==> src/rtl/fifo_pkg.sv <==
// Shared FIFO constants used by the write-side pointer block and the memory
// controller. Holds the default pointer and data widths and the depth rule.
package fifo_pkg;

    // Pointer width includes one extra wrap bit above the memory address.
    localparam int FIFO_ADDR_WIDTH = 4;
    localparam int FIFO_DATA_WIDTH = 8;

    // Memory depth for a pointer of the given width (wrap bit excluded).
    function automatic int fifo_depth(input int addr_width);
        return 1 << (addr_width - 1);
    endfunction

endpackage

==> src/rtl/fifo_gray2bin.sv <==
// Parameterised combinational Gray-to-binary converter. Shared by the write-
// and read-side pointer blocks. Each binary bit is the XOR of all Gray bits
// at or above its position.
module fifo_gray2bin #(
    parameter int WIDTH = 4
) (
    input  logic [WIDTH-1:0] gray,
    output logic [WIDTH-1:0] bin
);

    // Reduction-XOR of the Gray word shifted down to each bit position.
    always_comb begin
        bin = '0;
        for (int i = 0; i < WIDTH; i++) begin
            bin[i] = ^(gray >> i);
        end
    end

endmodule

==> src/rtl/fifo_wptr_full.sv <==
// Write-side pointer and full-flag logic of an asynchronous FIFO.
// Optional feature: define FIFO_ALMOST_FULL_EN to add the registered
// walmost_full output (fill level at or above AF_THRESH).
//
// Handshake: a write is accepted on a rising wclk edge when winc=1 and the
// registered wfull=0. winc is a request, wfull acts as an inverted ready.
// A request made while full is dropped, the pointers hold and the sticky
// wovf flag is set.
module fifo_wptr_full
    import fifo_pkg::*;
#(
    parameter int ADDR_WIDTH = FIFO_ADDR_WIDTH,
    parameter int AF_THRESH  = 6
) (
    input  logic                  wclk,
    input  logic                  wrst_n,
    input  logic                  winc,
    input  logic [ADDR_WIDTH-1:0] wq2_rptr,
    output logic [ADDR_WIDTH-2:0] waddr,
    output logic [ADDR_WIDTH-1:0] wptr,
    output logic                  wfull,
    output logic [ADDR_WIDTH-1:0] wfill,
    output logic                  wovf
`ifdef FIFO_ALMOST_FULL_EN
    ,
    output logic                  walmost_full
`endif
);

    localparam int DEPTH = fifo_depth(ADDR_WIDTH);
    localparam int MSB   = ADDR_WIDTH - 1;

    // Elaboration-time range check: an out-of-range threshold instantiates a
    // module that does not exist, so the build stops instead of misbehaving.
    if (AF_THRESH < 1 || AF_THRESH > DEPTH) begin : g_bad_af_thresh
        fifo_af_thresh_out_of_range u_bad_af_thresh ();
    end

    logic [ADDR_WIDTH-1:0] wbin;
    logic [ADDR_WIDTH-1:0] wbin_next;
    logic [ADDR_WIDTH-1:0] wgnext;
    logic [ADDR_WIDTH-1:0] rbin;
    logic [ADDR_WIDTH-1:0] wfill_next;
    logic                  wfull_next;
    logic                  wovf_next;
    logic                  wr_accept;

    // Synchronised read pointer back to binary for the fill calculation.
    fifo_gray2bin #(
        .WIDTH (ADDR_WIDTH)
    ) u_rptr_gray2bin (
        .gray (wq2_rptr),
        .bin  (rbin)
    );

    // Next-state pointer, Gray, fill and flag computation.
    always_comb begin
        wr_accept  = winc & ~wfull;
        wbin_next  = wbin + {{(ADDR_WIDTH-1){1'b0}}, wr_accept};
        wgnext     = (wbin_next >> 1) ^ wbin_next;
        // Full when the write pointer is one lap ahead: top two Gray bits
        // inverted, remaining bits equal.
        wfull_next = (wgnext == {~wq2_rptr[MSB:MSB-1], wq2_rptr[MSB-2:0]});
        wfill_next = wbin_next - rbin;
        wovf_next  = wovf | (winc & wfull);
    end

    // Pointer, flag and fill registers; reset dominates any write request.
    always_ff @(posedge wclk) begin
        if (!wrst_n) begin
            wbin  <= '0;
            wptr  <= '0;
            wfull <= 1'b0;
            wfill <= '0;
            wovf  <= 1'b0;
        end else begin
            wbin  <= wbin_next;
            wptr  <= wgnext;
            wfull <= wfull_next;
            wfill <= wfill_next;
            wovf  <= wovf_next;
        end
    end

`ifdef FIFO_ALMOST_FULL_EN
    // Almost-full flag registered from the same next fill level as wfill.
    always_ff @(posedge wclk) begin
        if (!wrst_n) begin
            walmost_full <= 1'b0;
        end else begin
            walmost_full <= (32'(wfill_next) >= AF_THRESH);
        end
    end
`endif

    assign waddr = wbin[ADDR_WIDTH-2:0];

endmodule
==> config.mk <==
export PLATFORM = sky130hd
export DESIGN_NAME = fifo_wptr_full
export DESIGN_NICKNAME = d
export VERILOG_FILES = /design/src/rtl/fifo_pkg.sv /design/src/rtl/fifo_gray2bin.sv /design/src/rtl/fifo_wptr_full.sv
export SDC_FILE = /design/constraint.sdc
export NUM_CORES = 1
export LEC_CHECK = 0
export CAP_MARGIN = 10
export CORE_MARGIN = 3
export CORE_UTILIZATION = 40
export DETAILED_ROUTE_END_ITERATION = 10
export GPL_TIMING_DRIVEN = 0
export PLACE_DENSITY = 0.7
export SLEW_MARGIN = 40
export SYNTH_ARGS = -nofsm -noshare
export SYNTH_HDL_FRONTEND = slang
export SYNTH_SLANG_ARGS = --single-unit
==> constraint.sdc <==
create_clock -name wclk -period 3 [get_ports wclk]
set_input_delay 0.9 -clock wclk [delete_from_list [all_inputs] [get_ports wclk]]
set_output_delay 0.9 -clock wclk [all_outputs]
set_load 0.005 [all_outputs]
# Word level (Yosys, flattened, before mapping)
# Cells that the tools add are included.
dict set report totals {
  n_memories 0
  elab_cells 18
  romBits 0
  output_inout_bits 13
  regBits 14
  ram_bits 0
  inputBits 7
  latchBits 0
}
dict set report classes {
  magnitude_cmp 0
  div 0
  reduce_logical 4
  n_bitwise 6
  eq_ne 1
  mux 0
  multipliers 0
  shift 0
  n_addsub 2
}
# cell count
set ops {}
lappend ops {{$reduce_xor 4->1} 4}
lappend ops {{$add 4x1->4} 1}
lappend ops {{$eq 4x4->1} 1}
lappend ops {{$sub 4x4->4} 1}
lappend ops {{$xor 3x4->4} 1}
lappend ops {{$and 1x1->1} 2}
lappend ops {{$not 2->2} 1}
lappend ops {{$not 1->1} 1}
lappend ops {{$or 1x1->1} 1}

# Longest topological paths before layout
dict set report logic_depth {
  ltp_word 5
  ltp_mapped 10
  mapped_depth_nobuf 9
}

# Cells and area by module
# Synthesis repeated with hierarchy kept, for this count alone.
dict set report hier_totals {
  cells_unflattened 66
  hier_area_um2 670.6
}
# module area_each_um2 cells_each seq_area_each_um2 n_inst
set modules_own_cells {}
lappend modules_own_cells {fifo_wptr_full 620.6 61 260.2 1}
lappend modules_own_cells {fifo_gray2bin 50.0 5 0.0 1}

# Worst setup path after synthesis
# OpenSTA, ideal clock, no wires.
dict set report synth_path {
  kind {input to register}
  from {input winc}
  to {register wfill[2]}
  path_slack_ns 0.172
  arrival_time_ns 2.707
  setup_time_ns 0.121
  n_path_buf 1
  stages 10
  t_required_ns 2.879
  path_cell_list {nor2b_1 ha_1 ha_1 buf_2 xnor2_1 xor2_1 ha_1 a211oi_1 a21oi_1 mux2_2}
}
dict set report synth_via {
  elab_chain_cells 3
}
# item line
set synth_rtl {}
lappend synth_rtl {{start, declared} fifo_wptr_full.sv:17} ;# input logic winc,
lappend synth_rtl {{$and 1x1->1} fifo_wptr_full.sv:58} ;# wr_accept = winc & ~wfull;
lappend synth_rtl {{$add 4x1->4} fifo_wptr_full.sv:59} ;# wbin_next = wbin + {{(ADDR_WIDTH-1){1'b0}}, wr_accept};
lappend synth_rtl {{net wbin_next[1]} fifo_wptr_full.sv:40} ;# logic [ADDR_WIDTH-1:0] wbin_next;
lappend synth_rtl {{$sub 4x4->4} fifo_wptr_full.sv:64} ;# wfill_next = wbin_next - rbin;
lappend synth_rtl {{end signal, assigned} fifo_wptr_full.sv:80} ;# wfill <= wfill_next;
lappend synth_rtl {{end, declared} fifo_wptr_full.sv:22} ;# output logic [ADDR_WIDTH-1:0] wfill,
# The timed path passes the listed nets, and every way through them passes these cells.
# A chain may end at the register's enable or synchronous reset.

# Worst setup path in the final report
# Ends and elaborated chain as after synthesis.

==> flow_summary.yaml <==
run_status:
  status: "finished, final reports clean"
detailed_routing:
  drc: 0
  routed_wl_mm: 1.245
  wl_per_cell_um: 11.22
  first_iter_violations: 5
  drt-pass1-iter-count: 4
  ant_nets: 0
  dr_total_vias: 542
  viasPerCell: 4.883
worst_setup_path:
  r2r-end: "wfill[2]"
  critPathKind: "input pin to flip-flop"
  cp-end-kind: "flip-flop"
  worstPathArrival_ns: 3.04
  rr_worst_depth: 9
  cp-start-kind: "input pin"
  r2r_slack_ns: 0.90
  reg2reg_from: "wfull"
  cp_max_fo: 8
  cp-startpoint: "winc"
  required_ns: 3.17
  crit_end: "wfill[2]"
timing:
  rsz0062_at_grt: "false"
  setup-tns-final_ns: 0
  max_slew_margin_pct: 74.49
  tightest_slew_ns: 0.3799
  finalCriticalPeriod_ns: 2.869
  hold_viol: 0
  finClkSkew_ns: 0.003477
  setup_viol: 0
  max_freq_ghz: 0.3486
  slew_viol_final: 0
  post-route-period-util_pct: 95.62
pwr:
  power.density_nw_per_um2: 506.7
  ir_drop_v: 0.0002873
  leakagePower_nw: 0.3773
  fin_total_pwr_mw: 0.4850
placement:
  hpwl_um: 963.8
  io_buffers: 19
  place.gp.congestion: 0.7265
yosys:
  synth_top_area_share_pct: 38.81
  yosysWarningCount: 0
  synth_seq_cells: 13
  synth_top_area_cell: "dfxtp_1"
  synth_area_sq_um: 670.6
  avgSynthCellArea_sq_um: 9.581
  ys_seq_area_share_pct: 38.81
  yosys-top-cells-area: "dfxtp_1, xnor2_1, ha_1"
  syn-num-nets: 81
  synth.distinct_cells: 22
  syn_inst: 70
layout:
  syn_to_final_growth_pct: 42.72
  layout.nets: 107
  layout-drive-gt1-share_pct: 17.89
  utilization_pct: 62.09
  diodes: 0
clock_tree:
  clk_latency_ns: 0.27
  cts_root_buffer: "clkbuf_4"
  path_clk_slew_ns: 0.08
  cts_tree: "yes"
  numCtsBuffers: 3
  cts_hold_buffers: 0
  cts.htree.levels: 1
  cts_buffer_depth: 2
  clock_sinks: 13
floorplanning:
  pin_count: 20
  design.core.area_sq_um: 1541
  core.rowCount: 14
  initial_core_util_pct: 43.51
  die_h_um: 46.95
  die_w_um: 46.95
  die_area_sq_um: 2204
job:
  maxCapViolations: 0
min_path:
  min-delay-start: "wovf"
  hp-class: "flip-flop to flip-flop"
global_routing:
  track_usage_pct: 14.93
  first_global_vias: 596
  grt_pass1_wl_mm: 2.352
  grt_remaining_overflow: 0
  antenna_found_initial: 0
  grt_start_max_net_pins: 11
[area by class of cell]
class                           count  area [sq um]
Timing Repair Buffer               22         212.7
Sequential cell                    13         260.3
Inverter                            4         15.01
Multi-Input combinational cell     52         422.9
Tap cell                           16         20.02
Fill cell                         145         584.3
Clock buffer                        4         26.28
[state kept, by name, summed over array words and instances (netlist names)]
register  flops
wfill         4
wovf          1
wfull         1
wbin          3
wptr          4
[placed cells by master, fill, tap and decap left out, types with 3 or more instances in the layout]
cell type,Yosys,routed
buf_4,0,3
nor2_1,12,12
dfxtp_1,13,13
and2_1,3,3
clkbuf_4,0,3
clkdlybuf4s50_1,0,19
xor2_1,5,5
xnor2_1,10,9
inv_1,3,3
[logic make-up (layout without fill, tap and decap cells)]
family          Yosys count  after routing  share of synthesized area [%]
simple gates             23             23                          15.86
xor+xnor                 16             16                          22.01
flops                    13             13                          38.81
compound gates            5              5                          5.970
buf+inv                   5             30                          2.984
fa+ha+maj                 4              4                          7.463
mux                       4              4                          6.902
[cell usage after synthesis]
master and instances:
dfxtp_1 13, nor2_1 12, xnor2_1 10, xor2_1 5, ha_1 4, and2_1 3
inv_1 3, a21oi_1 2, mux2i_1 2, nand3_1 2, nor2b_1 2, nor3_1 2
a211oi_1 1, a21boi_0 1, buf_2 1, clkinv_1 1, mux2_2 1, mux2_4 1
nand2_1 1, o221ai_2 1, or2_2 1, xor2_2 1
[routing by layer]
metal | wire (um) | GRT usage [%] | up-vias
li1 | - | - | 278
met1 | 555 | 18.39 | 245
met2 | 589 | 25.20 | 17
met3 | 79 | 3.831 | 2
met4 | 21 | 4.972 | 0
met5 | 0 | 0 | -
[how the worst min path moves through the flow]
stage,slack [ns],endpoint,depth (start not counted)
floorplan,0.46,wovf,2
global placement,0.45,wovf,2
detailed placement,0.49,wovf,2
CTS,0.51,wovf,2
global route,0.56,wovf,2
finish,0.49,wovf,2
[per-stage QoR]
step | setup WS (ns) | hold WS [ns] | instance area (sq um) | instances
global route | 0.01620 | 0.5608 | 957.2 | 111
floorplan | 0.1721 | 0.4604 | 670.6 | 70
detailed placement | -0.4417 | 0.4873 | 880.8 | 105
global placement | -0.4164 | 0.4514 | 880.8 | 105
finish | 0.1313 | 0.4880 | 957.2 | 111
CTS | 0.07476 | 0.5067 | 947.2 | 110
[worst max-delay path, stage by stage]
cell             delay, ns
clkdlybuf4s50_1       0.41
nor2b_2               0.15
ha_2                  0.19
ha_4                  0.32
xnor2_2               0.13
xor2_1                0.17
ha_2                  0.21
a211oi_2              0.04
a21oi_1               0.16
mux2_2                0.34
[power breakdown]
group	switching (mW)	internal, mW
Combinational	0.0700	0.106
Clock	0.0570	0.0515
Sequential	0.00753	0.193
Total	0.135	0.350
[timing repair]
action                                  CTS  global route
resized for setup                         6             1
buffers inserted                          2             1
endpoints found under the setup margin    1             1
pin swaps                                 3             3
hold endpoints to repair                  0             0
Power figures use the tool's default switching activity.
